==> config.mk <==
export PLATFORM = sky130hd
export DESIGN_NAME = load_store_unit_flat
export DESIGN_NICKNAME = d
export VERILOG_FILES = /design/src/rtl/load_store_unit_if.sv /design/src/rtl/load_store_unit.sv /design/src/flat_wrapper.sv
export SDC_FILE = /design/constraint.sdc
export NUM_CORES = 1
export LEC_CHECK = 0
export BUFFER_PORTS_ARGS = -buffer_cell sky130_fd_sc_hd__buf_2
export CAP_MARGIN = 25
export CORE_MARGIN = 3
export CORE_UTILIZATION = 35
export CTS_CLUSTER_DIAMETER = 200
export DETAILED_ROUTE_END_ITERATION = 8
export PLACE_DENSITY = 0.65
export SYNTH_ARGS = -nofsm -noshare
export SYNTH_HDL_FRONTEND = slang
export SYNTH_SLANG_ARGS = --single-unit
==> constraint.sdc <==
create_clock -name clk -period 2.46 [get_ports clk]
set_input_delay 0.246 -clock clk [delete_from_list [all_inputs] [get_ports clk]]
set_output_delay 0.246 -clock clk [all_outputs]
set_load 0.02 [all_outputs]
==> src/rtl/load_store_unit_if.sv <==
// Handshake bundle for load_store_unit: execute-side operation offer,
// writeback result, and the request/grant/response data-memory port.
//   master : the load/store unit view (drives ex_ready, wb_*, mem_req/we/addr/be/wdata)
//   slave  : the pipeline/memory view (drives ex_*, dm_*, alu_data_out, rd_in, mem_gnt/rvalid/rdata)
interface load_store_unit_if #(
    parameter int unsigned XLEN = 64
);
    localparam int unsigned NB = XLEN / 8;

    // execute side
    logic            ex_valid;
    logic            ex_ready;
    logic            dm_read_enable;
    logic            dm_write_enable;
    logic [2:0]      dm_funct3;
    logic [XLEN-1:0] alu_data_out;
    logic [XLEN-1:0] dm_write_data;
    logic [4:0]      rd_in;

    // writeback side
    logic            wb_valid;
    logic [XLEN-1:0] wb_data;
    logic [4:0]      wb_rd;
    logic            wb_exc;
    logic [1:0]      wb_exc_cause;

    // data-memory port
    logic            mem_req;
    logic            mem_we;
    logic [XLEN-1:0] mem_addr;
    logic [NB-1:0]   mem_be;
    logic [XLEN-1:0] mem_wdata;
    logic            mem_gnt;
    logic            mem_rvalid;
    logic [XLEN-1:0] mem_rdata;

    modport master (
        input  ex_valid, dm_read_enable, dm_write_enable, dm_funct3,
               alu_data_out, dm_write_data, rd_in,
               mem_gnt, mem_rvalid, mem_rdata,
        output ex_ready, wb_valid, wb_data, wb_rd, wb_exc, wb_exc_cause,
               mem_req, mem_we, mem_addr, mem_be, mem_wdata
    );

    modport slave (
        output ex_valid, dm_read_enable, dm_write_enable, dm_funct3,
               alu_data_out, dm_write_data, rd_in,
               mem_gnt, mem_rvalid, mem_rdata,
        input  ex_ready, wb_valid, wb_data, wb_rd, wb_exc, wb_exc_cause,
               mem_req, mem_we, mem_addr, mem_be, mem_wdata
    );
endinterface

==> src/rtl/load_store_unit.sv <==
// load_store_unit: memory-access stage between execute and writeback.
// Accepts one load/store/bypass operation at a time, issues it on a
// request/grant/response data-memory port with byte enables and lane-shifted
// store data, and returns a registered one-cycle writeback pulse with
// sign/zero-extended load data or an exception cause.
//
// Ports:
//   clk  - rising-edge clock
//   rst  - synchronous active-high reset
//   bus  - load_store_unit_if.master (execute offer, writeback result, memory port)
//
// Parameters:
//   XLEN           - data/address width, 32 or 64
//   TIMEOUT_CYCLES - cycles allowed in REQ plus RESP before an access fault (>= 2)
//
// Configuration macro:
//   LSU_ALIGN_CHECK_EN - when defined, misaligned accesses raise a
//                        misalignment exception instead of being rounded down.
module load_store_unit #(
    parameter int unsigned XLEN           = 64,
    parameter int unsigned TIMEOUT_CYCLES = 255
) (
    input  logic               clk,
    input  logic               rst,
    load_store_unit_if.master  bus
);
    localparam int unsigned NB    = XLEN / 8;
    localparam int unsigned OFF_W = $clog2(NB);
    localparam int unsigned CNT_W = $clog2(TIMEOUT_CYCLES + 1);

    localparam logic [1:0] CAUSE_NONE   = 2'd0;
    localparam logic [1:0] CAUSE_LD_MIS = 2'd1;
    localparam logic [1:0] CAUSE_ST_MIS = 2'd2;
    localparam logic [1:0] CAUSE_FAULT  = 2'd3;

    typedef enum logic [1:0] {
        IDLE,
        REQ,
        RESP
    } state_t;

    state_t           state;
    logic [CNT_W-1:0] tmo_cnt;
    logic [OFF_W-1:0] off_q;
    logic [1:0]       size_q;
    logic             uns_q;
    logic             store_q;

    // decode of the offered operation
    logic [1:0]       dec_size;
    logic [OFF_W-1:0] dec_off_raw;
    logic [OFF_W-1:0] dec_size_mask;
    logic [OFF_W-1:0] dec_off;
    logic [NB-1:0]    dec_be;
    logic [XLEN-1:0]  dec_wdata;
    logic             dec_illegal;
    logic             dec_align_exc;

    // load result formatting
    logic [XLEN-1:0]  ld_shifted;
    logic [6:0]       ld_bits;
    logic             ld_sign;
    logic [XLEN-1:0]  ld_data;

    logic             tmo_hit;

    assign bus.ex_ready = (state == IDLE) && !rst;
    assign tmo_hit      = (tmo_cnt == CNT_W'(TIMEOUT_CYCLES - 1));

    // Operation decode: size, lane offset, byte enables, shifted store data, legality.
    always_comb begin
        dec_size      = bus.dm_funct3[1:0];
        dec_off_raw   = bus.alu_data_out[OFF_W-1:0];
        dec_size_mask = OFF_W'((4'd1 << dec_size) - 4'd1);
        // Rounding down is harmless when the alignment check is on: a
        // misaligned access never reaches the memory port in that build.
        dec_off       = dec_off_raw & ~dec_size_mask;
        dec_be        = NB'((16'd1 << (5'd1 << dec_size)) - 16'd1) << dec_off;
        dec_wdata     = bus.dm_write_data << {dec_off, 3'b000};
        dec_illegal   = (bus.dm_funct3 == 3'b111)
                     || ((XLEN == 32) && ((bus.dm_funct3 == 3'b011) || (bus.dm_funct3 == 3'b110)))
                     || (bus.dm_write_enable && bus.dm_funct3[2]);
`ifdef LSU_ALIGN_CHECK_EN
        dec_align_exc = |(dec_off_raw & dec_size_mask);
`else
        dec_align_exc = 1'b0;
`endif
    end

    // Load data: move the addressed lane to bit 0, then extend above the access size.
    always_comb begin
        ld_shifted = bus.mem_rdata >> {off_q, 3'b000};
        ld_bits    = 7'd8 << size_q;
        ld_sign    = 1'b0;
        for (int i = 0; i < XLEN; i++) begin
            if (7'(i) == ld_bits - 7'd1) begin
                ld_sign = ld_shifted[i] & ~uns_q;
            end
        end
        for (int i = 0; i < XLEN; i++) begin
            ld_data[i] = (7'(i) < ld_bits) ? ld_shifted[i] : ld_sign;
        end
    end

    // Control FSM with registered writeback and memory-request outputs.
    always_ff @(posedge clk) begin
        if (rst) begin
            state            <= IDLE;
            tmo_cnt          <= '0;
            off_q            <= '0;
            size_q           <= '0;
            uns_q            <= 1'b0;
            store_q          <= 1'b0;
            bus.wb_valid     <= 1'b0;
            bus.wb_data      <= '0;
            bus.wb_rd        <= '0;
            bus.wb_exc       <= 1'b0;
            bus.wb_exc_cause <= CAUSE_NONE;
            bus.mem_req      <= 1'b0;
            bus.mem_we       <= 1'b0;
            bus.mem_addr     <= '0;
            bus.mem_be       <= '0;
            bus.mem_wdata    <= '0;
        end else begin
            bus.wb_valid <= 1'b0;
            case (state)
                IDLE: begin
                    if (bus.ex_valid) begin
                        bus.wb_rd <= bus.rd_in;
                        tmo_cnt   <= '0;
                        if (!bus.dm_read_enable && !bus.dm_write_enable) begin
                            bus.wb_valid     <= 1'b1;
                            bus.wb_data      <= bus.alu_data_out;
                            bus.wb_exc       <= 1'b0;
                            bus.wb_exc_cause <= CAUSE_NONE;
                        end else if ((bus.dm_read_enable && bus.dm_write_enable) || dec_illegal) begin
                            bus.wb_valid     <= 1'b1;
                            bus.wb_data      <= '0;
                            bus.wb_exc       <= 1'b1;
                            bus.wb_exc_cause <= CAUSE_FAULT;
                        end else if (dec_align_exc) begin
                            bus.wb_valid     <= 1'b1;
                            bus.wb_data      <= '0;
                            bus.wb_exc       <= 1'b1;
                            bus.wb_exc_cause <= bus.dm_write_enable ? CAUSE_ST_MIS : CAUSE_LD_MIS;
                        end else begin
                            state         <= REQ;
                            bus.mem_req   <= 1'b1;
                            bus.mem_we    <= bus.dm_write_enable;
                            bus.mem_addr  <= {bus.alu_data_out[XLEN-1:OFF_W], {OFF_W{1'b0}}};
                            bus.mem_be    <= dec_be;
                            bus.mem_wdata <= dec_wdata;
                            off_q         <= dec_off;
                            size_q        <= dec_size;
                            uns_q         <= bus.dm_funct3[2];
                            store_q       <= bus.dm_write_enable;
                        end
                    end
                end
                REQ: begin
                    if (tmo_hit) begin
                        state            <= IDLE;
                        bus.mem_req      <= 1'b0;
                        bus.wb_valid     <= 1'b1;
                        bus.wb_data      <= '0;
                        bus.wb_exc       <= 1'b1;
                        bus.wb_exc_cause <= CAUSE_FAULT;
                    end else begin
                        tmo_cnt <= tmo_cnt + CNT_W'(1);
                        if (bus.mem_gnt) begin
                            state       <= RESP;
                            bus.mem_req <= 1'b0;
                        end
                    end
                end
                RESP: begin
                    // A response arriving on the timeout cycle still completes normally.
                    if (bus.mem_rvalid) begin
                        state            <= IDLE;
                        bus.wb_valid     <= 1'b1;
                        bus.wb_data      <= store_q ? '0 : ld_data;
                        bus.wb_exc       <= 1'b0;
                        bus.wb_exc_cause <= CAUSE_NONE;
                    end else if (tmo_hit) begin
                        state            <= IDLE;
                        bus.wb_valid     <= 1'b1;
                        bus.wb_data      <= '0;
                        bus.wb_exc       <= 1'b1;
                        bus.wb_exc_cause <= CAUSE_FAULT;
                    end else begin
                        tmo_cnt <= tmo_cnt + CNT_W'(1);
                    end
                end
                default: begin
                    state       <= IDLE;
                    bus.mem_req <= 1'b0;
                end
            endcase
        end
    end
endmodule

==> src/flat_wrapper.sv <==
// flat-port wrapper written by rule: the top's interface ports become plain ports
module load_store_unit_flat 
#(
    parameter int unsigned XLEN           = 64,
    parameter int unsigned TIMEOUT_CYCLES = 255
)
  (clk, rst, bus_ex_valid, bus_dm_read_enable, bus_dm_write_enable, bus_dm_funct3, bus_alu_data_out, bus_dm_write_data, bus_rd_in, bus_mem_gnt, bus_mem_rvalid, bus_mem_rdata, bus_ex_ready, bus_wb_valid, bus_wb_data, bus_wb_rd, bus_wb_exc, bus_wb_exc_cause, bus_mem_req, bus_mem_we, bus_mem_addr, bus_mem_be, bus_mem_wdata);
  load_store_unit_if #(.XLEN(XLEN)) bus_i ();
  input  logic clk;
  input  logic rst;
  input wire logic [$bits(bus_i.ex_valid)-1:0] bus_ex_valid;
  input wire logic [$bits(bus_i.dm_read_enable)-1:0] bus_dm_read_enable;
  input wire logic [$bits(bus_i.dm_write_enable)-1:0] bus_dm_write_enable;
  input wire logic [$bits(bus_i.dm_funct3)-1:0] bus_dm_funct3;
  input wire logic [$bits(bus_i.alu_data_out)-1:0] bus_alu_data_out;
  input wire logic [$bits(bus_i.dm_write_data)-1:0] bus_dm_write_data;
  input wire logic [$bits(bus_i.rd_in)-1:0] bus_rd_in;
  input wire logic [$bits(bus_i.mem_gnt)-1:0] bus_mem_gnt;
  input wire logic [$bits(bus_i.mem_rvalid)-1:0] bus_mem_rvalid;
  input wire logic [$bits(bus_i.mem_rdata)-1:0] bus_mem_rdata;
  output wire logic [$bits(bus_i.ex_ready)-1:0] bus_ex_ready;
  output wire logic [$bits(bus_i.wb_valid)-1:0] bus_wb_valid;
  output wire logic [$bits(bus_i.wb_data)-1:0] bus_wb_data;
  output wire logic [$bits(bus_i.wb_rd)-1:0] bus_wb_rd;
  output wire logic [$bits(bus_i.wb_exc)-1:0] bus_wb_exc;
  output wire logic [$bits(bus_i.wb_exc_cause)-1:0] bus_wb_exc_cause;
  output wire logic [$bits(bus_i.mem_req)-1:0] bus_mem_req;
  output wire logic [$bits(bus_i.mem_we)-1:0] bus_mem_we;
  output wire logic [$bits(bus_i.mem_addr)-1:0] bus_mem_addr;
  output wire logic [$bits(bus_i.mem_be)-1:0] bus_mem_be;
  output wire logic [$bits(bus_i.mem_wdata)-1:0] bus_mem_wdata;
  assign bus_i.ex_valid = bus_ex_valid;
  assign bus_i.dm_read_enable = bus_dm_read_enable;
  assign bus_i.dm_write_enable = bus_dm_write_enable;
  assign bus_i.dm_funct3 = bus_dm_funct3;
  assign bus_i.alu_data_out = bus_alu_data_out;
  assign bus_i.dm_write_data = bus_dm_write_data;
  assign bus_i.rd_in = bus_rd_in;
  assign bus_i.mem_gnt = bus_mem_gnt;
  assign bus_i.mem_rvalid = bus_mem_rvalid;
  assign bus_i.mem_rdata = bus_mem_rdata;
  assign bus_ex_ready = bus_i.ex_ready;
  assign bus_wb_valid = bus_i.wb_valid;
  assign bus_wb_data = bus_i.wb_data;
  assign bus_wb_rd = bus_i.wb_rd;
  assign bus_wb_exc = bus_i.wb_exc;
  assign bus_wb_exc_cause = bus_i.wb_exc_cause;
  assign bus_mem_req = bus_i.mem_req;
  assign bus_mem_we = bus_i.mem_we;
  assign bus_mem_addr = bus_i.mem_addr;
  assign bus_mem_be = bus_i.mem_be;
  assign bus_mem_wdata = bus_i.mem_wdata;
  load_store_unit #(.XLEN(XLEN), .TIMEOUT_CYCLES(TIMEOUT_CYCLES)) u_core (.clk(clk), .rst(rst), .bus(bus_i));
endmodule
Word level (Yosys, flattened, before mapping):

Index checks and enable logic that the tools add are counted.

* bits in registers: 224
* bits in latches: 0
* memory bits (writable): 0
* memory bits (read-only): 0
* input port bits: 207
* logic and storage cells: 423
* memories: 0

* add/subtract/negate cells: 4
* multipliers: 0
* div/mod/pow operators: 0
* $lt $le $gt $ge: 64
* equal/unequal tests: 74
* shifts and indexed selects: 7
* muxes and demuxes: 171
* bitwise gates (word level): 70
* reduce and logical (&&, ||, !) cells: 18

Operator list (count)
* $mux 64: 6
* $eq 6x7->1 const A: 32
* $lt 6x7->1 const A: 32
* $pmux 64 s3: 1
* $mux 1: 143
* $eq 5x7->1 const A: 16
* $lt 5x7->1 const A: 16
* $and 1x1->1: 64
* $shl 64x6->64: 1
* $shr 64x6->64: 1
* $eq 4x7->1 const A: 8
* $lt 4x7->1 const A: 8
* $eq 3x7->1 const A: 4
* $lt 3x7->1 const A: 4
* $mux 2: 12
* $mux 8: 3
* $pmux 8 s3: 1
* $eq 2x7->1 const A: 2
* $lt 1x7->1 const A: 2
* $lt 2x7->1 const A: 2
* $pmux 2 s3: 2
* $reduce_and 5->1: 2
* $pmux 1 s3: 3
* $add 8x1->8 const B: 1
* 28 further kinds: 42

Depth between registers and ports, before layout:

Gate-level depths: netlist (run 1).

* depth after elaboration: 71
* mapped depth: 11
* mapped depth without buffers: 9

Least setup slack after synthesis (run 1):

OpenSTA, ideal clock, no wires.

* kind: flip-flop to flip-flop
* start point: register u_core.size_q[1]
* end point: register u_core.bus.wb_data[7]
* arrival: 2258 ps
* required time: 2338 ps
* path slack: 80 ps
* stages on the path, launching flop included: 12
* buffers on the path: 3
* clock period less this slack: 2380 ps
* path through: dfxtp_1 -> inv_1 -> nand2_1 -> clkbuf_1 -> ha_1 -> clkbuf_1 -> nor2b_1 -> clkbuf_1 -> inv_1 -> a21oi_1 -> nor3_1 -> a221o_1

* longest elaborated chain between the ends: 71
* elaborated cells between the ends (all ways): 135

Ends and longest elaborated chain
* from (decl): line load_store_unit.sv:45 `logic [1:0] size_q;`
* from (signal assigned): line load_store_unit.sv:154 `size_q <= dec_size;`
* $shl 4x2->7 *: line load_store_unit.sv:93 `ld_bits = 7'd8 << size_q;`
* $sub 7x1->7: line load_store_unit.sv:96 `if (7'(i) == ld_bits - 7'd1) begin`
* $logic_not 7->1: line load_store_unit.sv:96
* $mux 1 (64 in series): line load_store_unit.sv:96
* $mux 1 *: line load_store_unit.sv:101 `ld_data[i] = (7'(i) < ld_bits) ? ld_shifted[i] : ld_sign;`
* $mux 64 *: line load_store_unit.sv:181 `bus.wb_data <= store_q ? '0 : ld_data;`
* $mux 64 *: line load_store_unit.sv:178 `if (bus.mem_rvalid) begin`
* $pmux 64 s3 *: line load_store_unit.sv:126 `case (state)`
* to (signal assigned): line load_store_unit.sv:133 `bus.wb_data <= bus.alu_data_out;`
* to (signal assigned): line load_store_unit.sv:181
* to (decl): line load_store_unit_if.sv:41 `output ex_ready, wb_valid, wb_data, wb_rd, wb_exc, wb_exc_cause,`

Mark *: on every way between the ends. The rest lies on a longest branch, timed or not.
A chain may end at the register's enable or synchronous reset.

Worst setup path after layout (run 1):

* start point: register u_core.state[0]
* end point: register u_core.bus.wb_data[37]

* longest elaborated chain between the ends: 3
* elaborated cells between the ends (all ways): 8

Ends and longest elaborated chain
* from (decl): line load_store_unit.sv:42 `state_t state;`
* from (signal assigned): line load_store_unit.sv:108 `state <= IDLE;`
* from (signal assigned): line load_store_unit.sv:147 `state <= REQ;`
* from (signal assigned): line load_store_unit.sv:162 `state <= IDLE;`
* $logic_not 2->1 (tied with other cells): line load_store_unit.sv:126
* $ne 3x3->1 (no line) (tied with other cells)
* $reduce_and 3->1 (no line)

Several ways; a longest one is shown, not always the timed one.

==> results.md, run 1 <==
- Post-synth cell types: 68
- Sequential cell area: 0.00449 mm²
- Sw power: 3.60 mW
- Grt total ovfl: 0
- TritonCTS clock tree: yes
- Gate Count Post-Synth: 1431
- Die area: 0.0365 mm²
- Maximum vdd drop: 0.453 mV
- Startpoint class of the critical path: flop
- Worst-path clk slew: 0.06 ns
- Pint: 7.32 mW
- Die H: 191 µm
- Root Driver: clkbuf_16
- Worst path cell trace: inv_1 -> ha_1 -> inv_1 -> nand2_1 -> nor4_4 -> buf_6 -> a22oi_1 -> nand3_1
- Layout Cell Area excl Fill: 0.0163 mm²
- Comb power frac: 27.0%
- CTS buffer count: 25
- Final period utilization: 94.3%
- Clk pwr share: 35.8%
- Cell taking the most area after synthesis: dfxtp_1
- Antenna violations before repair: 5
- Antenna-violating nets left: 0
- Worst Skew: 0.0105 ns
- Ys async rst share: 0%
- Top cells by area, synth: dfxtp_1 (37%), nand2_1 (8.9%), mux4_2 (6.8%)
- DRT Pass-1 Iters: 5
- DP Area: 0.0148 mm²
- Slowest cell on the critical path: ha_1
- Top_reg_cell synth: dfxtp_1
- Post-synth EDFFs: 0
- Remaining DRCs: 0
- Largest net degree at the start of global routing: 69
- Chip Width: 191 µm
- Placer congestion estimate: 0.992
- Seq/Total Area, Yosys: 37.4%
- Power density of the placed cells: 671 mW/mm²
- Critical Path AT: 2.79 ns
- RSZ-0062 raised after global routing: false
- Mean post-synth cell area: 8.37 µm²
- Yosys Warn Count: 0
- Lkg Pwr: 7.14 nW
- FILL cells: 3328
- Final hold viol count: 0
- Port buffer count: 415
- Total track usage: 27.2%
- MaxCap Viol Count: 0
- Share of post-route cells with drive strength above 1: 32.4%
- # setup viols final: 0
- Post-synthesis register bit count: 224
- H-tree depth: 1
- Hold slack final: 0.0152 ns
- CTS Sinks: 224
- Drt initial violations: 913
- Most frequent cells after synthesis: nand2_1 (283), dfxtp_1 (224), a21oi_1 (141), nor2_1 (85), a22oi_1 (69)
- Routed wire per std cell: 22.2 µm
- Worst endpoint required time: 2.93 ns
- Synthesized area: 0.0120 mm²
- Final Max Tran Viols: 0
- Area of the multi-input gates: 0.00694 mm²
- Routed WL: 52400 µm
- Vias: 13100
- Most frequent cell after synthesis: nand2_1
- Core ar.: 0.0336 mm²
- HP Class: input port to flop
- Max Fclk: 431 MHz
- Initial Utilization: 35.6%
- Max Root-Sink Buffers: 3
- Worst slew pin tran: 0.829 ns
- Status: complete, no violations
- Worst Setup End Kind: flop
- Fin crit period: 2.32 ns
- Layout Nets: 2110
- Clock latency on the worst-skew pair: 0.53 ns
- Area share of the largest cell type after synthesis: 37.4%
- Sw frac: 32.9%
- # IOs: 419
- Part of the power in registers: 37.1%
- Max incr delay on CP: 0.44 ns
- Max FO, Critical Path: 21
- Vias in the first global route: 12900
- Row count: 67
- Area delta synth->final: 35.8%
- Via density: 5.54
- Critical path class: flop to flop
- Post-DP HPWL: 40500 µm
- Slew margin rel.: 44.7%
- First-pass GRT wire length: 76600 µm
- CP dominant cell by count: inv_1
stage by stage:
stage                     setup WS [ns]  setup TNS (ns)  power [mW]  util (%)  instances
after floorplan                  0.0800               0        5.80         -       1433
after global placement           0.0450               0        6.94      44.0       2253
after detailed placement        -0.0578          -0.123        6.97      44.0       2253
after CTS                        0.0160               0        11.0      48.3       2358
after global routing            0.00124               0        11.4      48.4       2359
final                             0.141               0        10.9      48.4       2359
layout make-up:
cell class / instances / area share, %
flip-flops and latches: 224 / 27.6
diodes: 1 / 0.0154
repair buffers: 552 / 20.7
well taps: 448 / 3.44
clock buffers: 33 / 4.15
clock inverters: 11 / 0.984
multi-input cells: 1071 / 42.6
inverters: 19 / 0.438
sequential cells by signal, indices dropped and copies added, names as in the netlist:
name	count
u_core.bus.mem_addr	61
u_core.bus.mem_be	8
u_core.bus.mem_req	1
u_core.bus.mem_wdata	64
u_core.bus.mem_we	1
u_core.bus.wb_data	64
u_core.bus.wb_exc	1
u_core.bus.wb_exc_cause	2
u_core.bus.wb_rd	5
u_core.bus.wb_valid	1
u_core.off_q	3
u_core.size_q	2
u_core.state	2
u_core.tmo_cnt	8
u_core.uns_q	1
worst paths after layout:
check | startpoint | to | slack, ns | depth (start not counted)
setup reg to reg | u_core.state[0] | u_core.bus.wb_data[37] | 0.14 | 8
setup / recovery | u_core.state[0] | u_core.bus.wb_data[37] | 0.14 | 8
hold / removal | rst | u_core.size_q[1] | 0.02 | 2
hold reg to reg | u_core.bus.mem_addr[30] | u_core.bus.mem_addr[30] | 0.45 | 2
what timing repair did:
item	CTS	global route
hold endpoints to repair	105	0
buffers inserted	0	0
setup endpoints to repair	7	33
resized for setup	1	10
hold buffers	61	0
cell families (layout without fill, tap and decap cells):
family                     Yosys count  count (layout)  share of synthesized area, %
AOI/OAI and AO/OA                  411             411                          22.1
xor gates and xnor gates             5               5                         0.366
adders and majority gates           10              10                          1.04
buffers and inverters              138             615                          5.26
DFF                                224             224                          37.4
muxes                              131             131                          15.0
other                                1               4                        0.0313
and+or+nand+nor                    511             511                          18.8
power by group through the flow:
stage               sequential (mW)  clock [mW]  combinational [mW]
global placement               4.12           0                2.82
global route                   4.08        4.14                3.19
detailed placement             4.13           0                2.84
floorplan                      4.40           0                1.40
finish                         4.05        3.91                2.95
CTS                            4.05        3.99                2.93
layout by cell type, fill, tap and decap left out, types with 5 or more instances in the layout:
cell,instances
clkbuf_1,6
nor4_1,10
o21a_1,6
nand3_1,49
a311oi_1,16
dfxtp_1,222
mux2_1,5
a22oi_1,69
buf_4,65
a211oi_1,8
clkbuf_16,25
o2bb2ai_1,8
dlygate4sd3_1,61
a21o_1,14
a22o_1,10
buf_12,8
ha_1,10
a21oi_1,141
a221o_1,7
nor2_1,84
clkinv_2,5
buf_2,414
a221oi_1,10
o21ai_1,31
o211ai_1,5
nand2_1,283
nand2b_1,7
mux4_2,36
o21ai_0,60
inv_1,17
mux2i_1,65
mux2_2,24
nor2b_1,13
nor3_1,30
layer usage:
layer / wire [µm] / part of all wire, % / global-route usage, % / up-vias
met2: 25100 / 48 / 47.9 / 651
li1: - / - / - / 6092
met3: 4990 / 9.5 / 7.23 / 153
met4: 3300 / 6.3 / 14.9 / 8
met5: 55 / 0.10 / 0 / -
met1: 19000 / 36 / 29.6 / 6156
critical path, delay by kind of cell, from the launching register on:
kind                     cells  cell delay, ns
AND/OR/NAND/NOR              3            0.67
buffers and inverters        3            0.60
adder cells (fa/ha/maj)      1            0.44
flip-flops                   1            0.37
AO/OA/AOI/OAI                1            0.17
Power figures use the tool's default switching activity.
==> inputs of run 2 (changes only) <==
--- a/config.mk
+++ b/config.mk
@@ -5,13 +5,14 @@
 export SDC_FILE = /design/constraint.sdc
 export NUM_CORES = 1
 export LEC_CHECK = 0
-export BUFFER_PORTS_ARGS = -buffer_cell sky130_fd_sc_hd__buf_2
 export CAP_MARGIN = 25
 export CORE_MARGIN = 3
 export CORE_UTILIZATION = 35
 export CTS_CLUSTER_DIAMETER = 200
 export DETAILED_ROUTE_END_ITERATION = 8
-export PLACE_DENSITY = 0.65
+export DONT_BUFFER_PORTS = 1
+export GPL_TIMING_DRIVEN = 0
+export PLACE_DENSITY = 0.54
 export SYNTH_ARGS = -nofsm -noshare
 export SYNTH_HDL_FRONTEND = slang
 export SYNTH_SLANG_ARGS = --single-unit
==> run 2 against run 1 <==
  * First-iteration DRC count grew 17%
  * Critical endpoint is now u_core.bus.wb_data[12]
  * Register-to-register slack lost 0.11 ns
  * Cell area shrank 9.9%
  * Power shrank 1.1%
  * Clock power grew 4%
  * Fmax shrank 4.6%
  * Routed wire length grew 6.2%
  * Utilization shrank 4.8 points
  * Non-clock buffer count shrank 332
  * Final cell count shrank 14%
  * Worst hold slack gained 0.010 ns
  * Sequential cell count is the same
==> results.md, run 2 (synthesis gave the netlist of run 1 again) <==
- Final hold viol count: 0 (unchanged)
- Worst endpoint required time: 2.89 ns (-0.04 ns)
- Routed wire per std cell: 27.4 µm (+23%)
- Reg-to-Reg End: u_core.bus.wb_data[12]
- Final core occ: 43.6% (-4.8 points)
- Sw power: 3.59 mW (-0.11%)
- Worst reg2reg startpoint: u_core.off_q[0]
- Layout Nets: 1780 (-16%)
- Sequential cell area: 0.00449 mm² (about the same)
- Port buffer count: 0 (-100%)
- Worst-case reg-to-reg path depth: 9 (+1)
- Final Max Tran Viols: 0 (unchanged)
- Fin crit period: 2.43 ns (+0.112 ns)
- Slowest cell on the critical path: dfxtp_1
- Most common cell after layout, fill and taps aside: nand2_1
- Initial Utilization: 35.6% (unchanged)
- Final setup TNS: 0 ns (unchanged)
- Remaining DRCs: 0 (unchanged)
- Critical path class: flop to flop
- Worst hold path startpoint: bus_alu_data_out[23]
- CP dominant cell by count: buf_6
- # IOs: 419 (unchanged)
- Worst Skew: 0.00786 ns (-0.00267 ns)
- Antenna violations before repair: 2 (-3)
- Die H: 191 µm (unchanged)
- Layout Cell Area excl Fill: 0.0147 mm² (-9.9%)
- Max incr delay on CP: 0.30 ns (-0.14 ns)
- Max FO, Critical Path: 10 (-52%)
- TritonCTS clock tree: yes
- Startpoint class of the critical path: flop
- Max Fclk: 411 MHz (-4.6%)
- Delay-heaviest family, CP: buffers and inverters
- MaxCap Viol Count: 0 (unchanged)
- Worst Hold End: u_core.bus.wb_data[23]
- Setup slack, reg-to-reg: 0.03 ns (-0.11 ns)
- Total power: 10.8 mW (-1.1%)
- Clk pwr share: 37.7% (+1.9 points)
- Clock latency on the worst-skew pair: 0.55 ns (+0.02 ns)
- FILL cells: 3404 (+2.3%)
- Core ar.: 0.0336 mm² (unchanged)
- HP Class: input port to flop
- Worst-path clk slew: 0.06 ns (about the same)
- Largest net degree at the start of global routing: 14 (-80%)
- Total track usage: 29.0% (+1.8 points)
- Worst Setup End Kind: flop
- Sw frac: 33.3% (+0.33 points)
- Power density of the placed cells: 736 mW/mm² (+9.7%)
- Vias in the first global route: 11800 (-8.5%)
- Part of the power in registers: 40.9% (+3.8 points)
- Lkg Pwr: 5.37 nW (-25%)
- CTS Sinks: 224 (unchanged)
- Via density: 5.90 (+6.6%)
- Comb power frac: 21.3% (-5.7 points)
- Chip Width: 191 µm (unchanged)
- Drt initial violations: 1066 (+17%)
- Row count: 67 (unchanged)
- Pint: 7.20 mW (-1.6%)
- CP bufs+invs: 4 (+1)
- Maximum vdd drop: 0.541 mV (+19%)
- Grt total ovfl: 0 (unchanged)
- Number of cells on the worst hold path: 4 (+2)
- Max Root-Sink Buffers: 3 (unchanged)
- Share of post-route cells with drive strength above 1: 14.5% (-18 points)
- Post-Layout Cell Count: 2031 (-14%)
- Vias: 12000 (-8.2%)
- Area of the multi-input gates: 0.00701 mm² (+0.97%)
- Area delta synth->final: 22.4%
- First-pass GRT wire length: 79400 µm (+3.5%)
- Commonest non-fill, non-tap cells in the layout: nand2_1 (283), dfxtp_1 (223), a21oi_1 (138), dlygate4sd3_1 (88), nor2_1 (82)
- # setup viols final: 0 (unchanged)
- Worst path cell trace: buf_2 -> buf_6 -> buf_6 -> buf_6 -> mux2i_2 -> o21ai_1 -> mux2i_1 -> a21oi_1 -> a221o_1
- RSZ-0062 raised after global routing: true
- Antenna-violating nets left: 0 (unchanged)
- Placed cells: 1882 (-16%)
- Routed WL: 55700 µm (+6.2%)
- Worst slew pin tran: 0.892 ns (+0.0625 ns)
- DP Area: 0.0126 mm² (-15%)
- Die area: 0.0365 mm² (unchanged)
- Final period utilization: 98.8% (+4.6 points)
- Root Driver: clkbuf_16
- Placer congestion estimate: 0.932 (-6.1%)
- Slew margin rel.: 40.3% (-4.4 points)
- CTS buffer count: 27 (+8.0%)
- Post-DP HPWL: 43200 µm (+6.9%)
- H-tree depth: 1 (unchanged)
- Critical Path AT: 2.86 ns (+0.07 ns)
- Largest regs: u_core.bus.mem_wdata: 64 flops, u_core.bus.wb_data: 64 flops, u_core.bus.mem_addr: 61 flops
- DRT Pass-1 Iters: 5 (unchanged)
- Status: complete, no violations
-- run 2: cell count changes in the layout (fill, tap and decap cells not counted), moves of 8 or more --
cell           previous run  this run
clkbuf_4                  0         8
dlygate4sd3_1            61        88
clkbuf_1                  6        49
buf_2                   414        32
buf_4                    65        23
clkbuf_2                  0        12
-- run 2: repair_timing --
action / CTS / global route
endpoints found under the setup margin: 178 / 172
gates resized for setup: 41 / 38
hold buffers: 88 / 0
setup buffers: 6 / 8
endpoints found under the hold margin: 147 / 0
pin swaps: 2 / 3
-- run 2: metrics by stage --
stage	worst slack (ns)	hold slack (ns)
2_1_floorplan	0.0800	0.361
3_3_place_gp	-0.924	0.364
3_5_place_dp	-0.647	0.369
4_1_cts	-0.00741	0.00200
5_1_grt	-0.0307	0.0178
6_report	0.0283	0.0253
-- run 2: worst min-delay path: stages --
cell and delay, ns:
nor2_1 0.04, nor3_1 0.11, o21ai_0 0.08, o21ai_0 0.06
-- run 2: worst max path at each step --
stage,cells after the start,start,end
floorplan,11,u_core.size_q[1],u_core.bus.wb_data[7]
global placement,9,u_core.state[0],u_core.bus.wb_data[15]
detailed placement,11,u_core.size_q[1],u_core.bus.wb_data[7]
CTS,11,u_core.state[0],u_core.bus.wb_data[59]
global route,9,u_core.state[1],u_core.bus.wb_data[5]
finish,9,u_core.off_q[0],u_core.bus.wb_data[12]
-- run 2: layout make-up --
class	count	share of cell area, %
Antenna cell	1	0.0171
Buffer	117	4.26
Clock buffer	42	5.54
Clock inverter	6	0.572
Inverter	19	0.486
Multi-Input combinational cell	1071	47.8
Sequential cell	224	30.6
Tap cell	448	3.82
Timing Repair Buffer	103	6.93
-- run 2: power groups by stage --
stage	Sequential [mW]	Combinational, mW	Clock (mW)
after floorplan	4.40	1.40	0
after global placement	4.50	1.96	0
after detailed placement	4.51	1.98	0
after CTS	4.43	2.20	4.14
after global routing	4.45	2.50	4.29
final	4.42	2.30	4.07
-- run 2: routing by layer --
layer | share of wire [%] | track usage (%) | wire length, µm
met3 | 12 | 10.1 | 6770
met1 | 37 | 34.1 | 20700
met2 | 48 | 49.9 | 26500
met4 | 3.0 | 8.50 | 1650
met5 | 0.027 | 0 | 15
